==> src/rtl/uart_tx_cfg.sv <==
// Run-time configurable UART transmitter: start, DATA_WIDTH data bits LSB first, optional parity, 1 or 2 stop bits.
// Latency: the start bit begins 1 cycle after the handshake, or 2 cycles with the input FIFO.
// Backpressure: Ready is high only in IDLE, or while the FIFO is not full when UART_TX_FIFO_EN is defined.
//
// Optional feature macro: UART_TX_FIFO_EN adds a FIFO_DEPTH-entry input FIFO.
// When the FIFO is present, a new frame is loaded in the last stop cycle, so frames run with no idle gap.
// Ports:
//   CLK, RST (async, active high)
//   P_DATA/Data_Valid/Ready  word input handshake
//   PAR_EN, PAR_TYP, STOP2   frame format (PAR_TYP: 0 = even, 1 = odd)
//   PRESCALE                 CLK cycles per bit (0 is treated as 1)
//   TX_OUT                   serial line, idles high
//   Busy, TX_Done            frame status; TX_Done is high in the last cycle of the final stop bit
module uart_tx_cfg #(
   parameter int DATA_WIDTH = 8,
   parameter int PRESCALE_W = 16,
   parameter int FIFO_DEPTH = 4
) (
   input  logic                  CLK,
   input  logic                  RST,
   input  logic [DATA_WIDTH-1:0] P_DATA,
   input  logic                  Data_Valid,
   output logic                  Ready,
   input  logic                  PAR_EN,
   input  logic                  PAR_TYP,
   input  logic                  STOP2,
   input  logic [PRESCALE_W-1:0] PRESCALE,
   output logic                  TX_OUT,
   output logic                  Busy,
   output logic                  TX_Done
);

   localparam int BW = $clog2(DATA_WIDTH);

   typedef enum logic [2:0] {IDLE, START, DATA, PARITY, STOP} state_t;

   state_t                state;
   logic [PRESCALE_W-1:0] timer;
   logic [PRESCALE_W-1:0] p_lat;
   logic [PRESCALE_W-1:0] p_src;
   logic [PRESCALE_W-1:0] reload;
   logic [BW-1:0]         bit_cnt;
   logic [DATA_WIDTH-1:0] shreg;
   logic                  par_bit;
   logic                  par_en_lat;
   logic                  stop2_lat;
   logic                  stop_cnt;   // stop bits remaining after the current one
   logic                  src_vld;
   logic [DATA_WIDTH-1:0] src_dat;
   logic                  load;
   logic                  bit_end;
   logic                  last_data;
   logic                  done_next;

   assign p_src     = (PRESCALE == '0) ? PRESCALE_W'(1) : PRESCALE;
   assign reload    = p_lat - PRESCALE_W'(1);
   assign bit_end   = (timer == '0);
   assign last_data = (bit_cnt == BW'(DATA_WIDTH - 1));

`ifdef UART_TX_FIFO_EN
   localparam int AW = $clog2(FIFO_DEPTH);

   logic [DATA_WIDTH-1:0] mem [FIFO_DEPTH];
   logic [AW:0]           wr_ptr;
   logic [AW:0]           rd_ptr;
   logic                  full;
   logic                  empty;
   logic                  wr_en;
   logic                  last_stop;

   // The extra pointer bit separates full from empty when the index bits match.
   assign empty     = (wr_ptr == rd_ptr);
   assign full      = (wr_ptr[AW] != rd_ptr[AW]) && (wr_ptr[AW-1:0] == rd_ptr[AW-1:0]);
   assign wr_en     = Data_Valid && !full;
   assign Ready     = !full;
   assign src_vld   = !empty;
   assign src_dat   = mem[rd_ptr[AW-1:0]];
   assign last_stop = (state == STOP) && bit_end && !stop_cnt;
   assign load      = src_vld && ((state == IDLE) || last_stop);

   always_ff @(posedge CLK or posedge RST) begin
      if (RST) begin
         wr_ptr <= '0;
         rd_ptr <= '0;
      end else begin
         if (wr_en) wr_ptr <= wr_ptr + (AW+1)'(1);
         if (load)  rd_ptr <= rd_ptr + (AW+1)'(1);
      end
   end

   always_ff @(posedge CLK) begin
      if (wr_en) mem[wr_ptr[AW-1:0]] <= P_DATA;
   end
`else
   logic unused_fifo_depth;
   assign unused_fifo_depth = (FIFO_DEPTH > 0);

   assign Ready   = (state == IDLE);
   assign src_vld = Data_Valid;
   assign src_dat = P_DATA;
   assign load    = src_vld && (state == IDLE);
`endif

   // TX_Done is registered, so raise it when the next cycle is the last cycle of the final stop bit.
   assign done_next =
      ((state == STOP) && !stop_cnt && (timer == PRESCALE_W'(1))) ||
      ((state == STOP) && stop_cnt && bit_end && (reload == '0)) ||
      ((((state == DATA) && last_data && !par_en_lat) || (state == PARITY)) &&
       bit_end && (reload == '0) && !stop2_lat);

   always_ff @(posedge CLK or posedge RST) begin
      if (RST) begin
         state      <= IDLE;
         TX_OUT     <= 1'b1;
         Busy       <= 1'b0;
         TX_Done    <= 1'b0;
         timer      <= '0;
         p_lat      <= PRESCALE_W'(1);
         bit_cnt    <= '0;
         shreg      <= '0;
         par_bit    <= 1'b0;
         par_en_lat <= 1'b0;
         stop2_lat  <= 1'b0;
         stop_cnt   <= 1'b0;
      end else begin
         TX_Done <= done_next;
         if (load) begin
            state      <= START;
            TX_OUT     <= 1'b0;
            Busy       <= 1'b1;
            timer      <= p_src - PRESCALE_W'(1);
            p_lat      <= p_src;
            shreg      <= src_dat;
            par_bit    <= (^src_dat) ^ PAR_TYP;
            par_en_lat <= PAR_EN;
            stop2_lat  <= STOP2;
            bit_cnt    <= '0;
         end else begin
            case (state)
               IDLE: begin
                  TX_OUT <= 1'b1;
                  Busy   <= 1'b0;
               end
               START: begin
                  if (!bit_end) timer <= timer - PRESCALE_W'(1);
                  else begin
                     state   <= DATA;
                     TX_OUT  <= shreg[0];
                     timer   <= reload;
                     bit_cnt <= '0;
                  end
               end
               DATA: begin
                  if (!bit_end) timer <= timer - PRESCALE_W'(1);
                  else begin
                     timer <= reload;
                     if (!last_data) begin
                        shreg   <= shreg >> 1;
                        TX_OUT  <= shreg[1];
                        bit_cnt <= bit_cnt + BW'(1);
                     end else if (par_en_lat) begin
                        state  <= PARITY;
                        TX_OUT <= par_bit;
                     end else begin
                        state    <= STOP;
                        TX_OUT   <= 1'b1;
                        stop_cnt <= stop2_lat;
                     end
                  end
               end
               PARITY: begin
                  if (!bit_end) timer <= timer - PRESCALE_W'(1);
                  else begin
                     state    <= STOP;
                     TX_OUT   <= 1'b1;
                     timer    <= reload;
                     stop_cnt <= stop2_lat;
                  end
               end
               STOP: begin
                  if (!bit_end) timer <= timer - PRESCALE_W'(1);
                  else if (stop_cnt) begin
                     stop_cnt <= 1'b0;
                     timer    <= reload;
                  end else begin
                     state  <= IDLE;
                     Busy   <= 1'b0;
                     TX_OUT <= 1'b1;
                  end
               end
               default: begin
                  state  <= IDLE;
                  Busy   <= 1'b0;
                  TX_OUT <= 1'b1;
               end
            endcase
         end
      end
   end

endmodule

==> config.mk <==
export PLATFORM = sky130hd
export DESIGN_NAME = uart_tx_cfg
export DESIGN_NICKNAME = d
export VERILOG_FILES = /design/src/rtl/uart_tx_cfg.sv
export SDC_FILE = /design/constraint.sdc
export NUM_CORES = 1
export LEC_CHECK = 0
export BUFFER_PORTS_ARGS = -buffer_cell sky130_fd_sc_hd__buf_2
export CAP_MARGIN = 20
export CORE_UTILIZATION = 45
export CTS_CLUSTER_SIZE = 14
export DETAILED_ROUTE_END_ITERATION = 16
export GPL_TIMING_DRIVEN = 0
export PLACE_DENSITY = 0.63
export SYNTH_ARGS = -nofsm -noshare
export SYNTH_HDL_FRONTEND = slang
export SYNTH_SLANG_ARGS = --single-unit
==> constraint.sdc <==
create_clock -name CLK -period 2.72 [get_ports CLK]
set_input_delay 0.408 -clock CLK [delete_from_list [all_inputs] [get_ports CLK]]
set_output_delay 0.408 -clock CLK [all_outputs]
set_load 0.1 [all_outputs]
==> results.yml <==
run_status:
  status: "completed"
power:
  peakVddDrop_uv: 478
  leakage_nw: 1.72
  power_per_cell_area_mw_per_mm2: 980
global_routing:
  grtUsageTotal_pct: 25.5
  antenna_found_initial: 0
  grt_pass1_wl_mm: 16.6
  grt_max_degree: 41
  grt-ovfl-total: 0
  grt_pass1_vias: 3276
final_layout:
  fin_cells: 590
  drive_gt1_share_pct: 15.8
  nets: 525
  antenna_cells: 0
  final_area_mm2: 0.00408
  nFillCells: 762
  multiInputGateArea_mm2: 0.00213
  regArea_mm2: 0.00133
  area_growth_syn_to_layout_pct: 13.4
yosys:
  seq_area_frac_synth_pct: 36.9
  synth_top_area_share_pct: 35.5
  ys.flop_type: "dfrtp_1"
  yosysMostFrequentCell: "nand2_1"
  yosys_register_bits: 53
  syn-num-nets: 479
  synth_commonest_cells: "nand2_1, dfrtp_1, nor2_1, xnor2_1"
  yosys.cell_types.count: 62
  syn-cell-area_mm2: 0.00360
  netlist_top_cells_area: "dfrtp_1, nand2_1, xnor2_1"
  syn_area_per_cell_um2: 8.16
  synth_edf_count: 0
  yosys.area.top_type: "dfrtp_1"
  netlist_instances: 441
  yosys_warnings: 0
  synthArstFlopShare_pct: 100
cts:
  clock_latency_ns: 0.32
  holdBufCountCts: 0
  clk_pin_slew_worst_paths_ns: 0.11
  cts_tree: "built"
  cts_buffers: 5
  clockBufferDepth: 2
  h-tree-depth: 2
  clock-root-buffer: "clkbuf_8"
  numClockSinks: 53
worst_setup_path:
  crit_chain: "or4_4 -> or2_1 -> buf_6 -> nor3_2 -> buf_2 -> nand2_1 -> a31oi_1 -> a21oi_1"
  critical_path_class: "flip-flop to flip-flop"
  startpoint_type: "flip-flop"
  critical_path_required_ns: 2.92
  slowest_delay_ns: 0.56
  critPathSlowestCell: "or4_4"
  crit_fanout: 10
  cp.arrival_ns: 2.83
  worst_setup_path_end_kind: "flip-flop"
floorplanning:
  num_rows: 32
  start_util_pct: 46.6
  core-area_mm2: 0.00773
  fp.dieW_um: 91.4
  dieArea_mm2: 0.00835
  die_h_um: 91.4
  io_pins: 34
place:
  place_congestion: 0.960
  dpl.hpwl_mm: 7.52
  dp.cells: 577
  place_area_mm2: 0.00392
  port_buffers: 33
min_path:
  hp-class: "input port to async pin"
route:
  drt-initial-drc-count: 294
  antenna_left: 0
  drt-total-wl_mm: 10.1
  wl_met2_mm: 4.51
  highest_layer: "met4"
  wl_per_cell_um: 17.0
  drt_first_pass_iters: 5
  vias: 3486
  drc: 0
  wl_met3_um: 642
  wl_met1_mm: 4.79
  routed_via_density: 5.91
timing:
  min_period_over_period_pct: 96.5
  slew_headroom_pct: 47.3
  drv_slew: 0
  worst_pin_slew_ns: 0.781
  hold_violations: 0
  period_minus_slack_ns: 2.63
  setup_viol: 0
  max_freq_mhz: 381
  clock-skew-final_ns: 0.0138
flow_run:
  max_cap_violations: 0
==> what timing repair did <==
action / in CTS / in global routing
pin swaps: 0 / 1
resized for setup: 2 / 12
endpoints found under the setup margin: 7 / 18
buffers inserted: 0 / 5
==> sequential cells by signal, indices dropped and copies added (netlist names) <==
signal	cells
p_lat	16
state	3
Busy	1
par_en_lat	1
TX_OUT	1
timer	16
TX_Done	1
par_bit	1
stop_cnt	1
stop2_lat	1
shreg	8
bit_cnt	3
==> final cells by class <==
cell class / instances / area share (%)
Clock buffer: 6 / 1.78
Sequential cell: 53 / 32.6
Clock inverter: 2 / 0.338
Multi-Input combinational cell: 353 / 52.3
Timing Repair Buffer: 39 / 5.46
Buffer: 24 / 3.28
Inverter: 11 / 1.01
Tap cell: 102 / 3.13
==> critical path, delay by kind of cell (launching register included) <==
kind / cells / cell delay [ns]
buffers and inverters: 2 / 0.47
AND/OR/NAND/NOR: 4 / 1.30
flip-flops: 1 / 0.45
AO/OA/AOI/OAI: 2 / 0.30
==> per-stage QoR <==
stage	TNS [ns]	utilization [%]	power (mW)	hold slack, ns	setup WS [ns]
2_1_floorplan	0	-	2.91	0.441	0.161
3_3_place_gp	-0.919	50.4	3.39	0.488	-0.176
3_5_place_dp	-1.22	50.7	3.42	0.384	-0.181
4_1_cts	0	51.9	3.90	0.0310	0.000542
5_1_grt	-0.000487	52.8	4.30	0.0348	-0.000487
6_report	0	52.8	4.00	0.0235	0.0946
==> final timing paths <==
check	from	endpoint	slack, ns	cells past startpoint
max	timer[10]	timer[7]	0.09	8
min in group CLK	PAR_EN	par_en_lat	0.28	3
min reg2reg	p_lat[15]	p_lat[15]	0.51	2
min	RST	bit_cnt[2]	0.02	2
max in group asynchronous	RST	p_lat[0]	2.12	3
max reg2reg	timer[10]	timer[7]	0.09	8
==> placed cells by master (no fill, tap or decap), types with 3 or more instances in the layout <==
cell      instances
a211oi_1          3
a21oi_1          15
a22o_1            4
a31oi_1          15
buf_2            37
buf_4             5
buf_6             3
clkbuf_1         13
clkbuf_8          5
dfrtp_1          49
ha_1              8
inv_1            10
nand2_1          87
nand2b_1          5
nand3_1           6
nand4_1           5
nor2_1           39
nor2b_1           3
nor3_1           19
nor3_2            3
nor4_1           10
o211ai_1          5
o21ai_0          19
o21ai_1           5
o22ai_1           3
o31ai_1           3
or3_1             7
xnor2_1          23
xor2_1           14
==> kinds of logic after synthesis <==
logic type / Yosys count / synth area share, %
fa+ha+maj: 8 / 2.78
flops: 53 / 36.9
buf+inv: 35 / 4.83
simple gates: 205 / 26.7
compound gates: 99 / 18.6
mux: 4 / 1.18
xor+xnor: 37 / 9.01
==> power by group <==
group / internal (mW) / leakage (nW) / total (mW) / switching (mW)
registers: 1.14 / 0.640 / 1.50 / 0.355
logic: 0.786 / 1.03 / 2.04 / 1.25
clock network: 0.184 / 0.0456 / 0.460 / 0.275
==> metal layers <==
layer  up-vias  track usage (%)
met4         0             7.28
met2       148             38.2
met1      1652             37.8
li1       1673                -
met5         -                0
met3        13             3.85
Power figures use the tool's default switching activity.
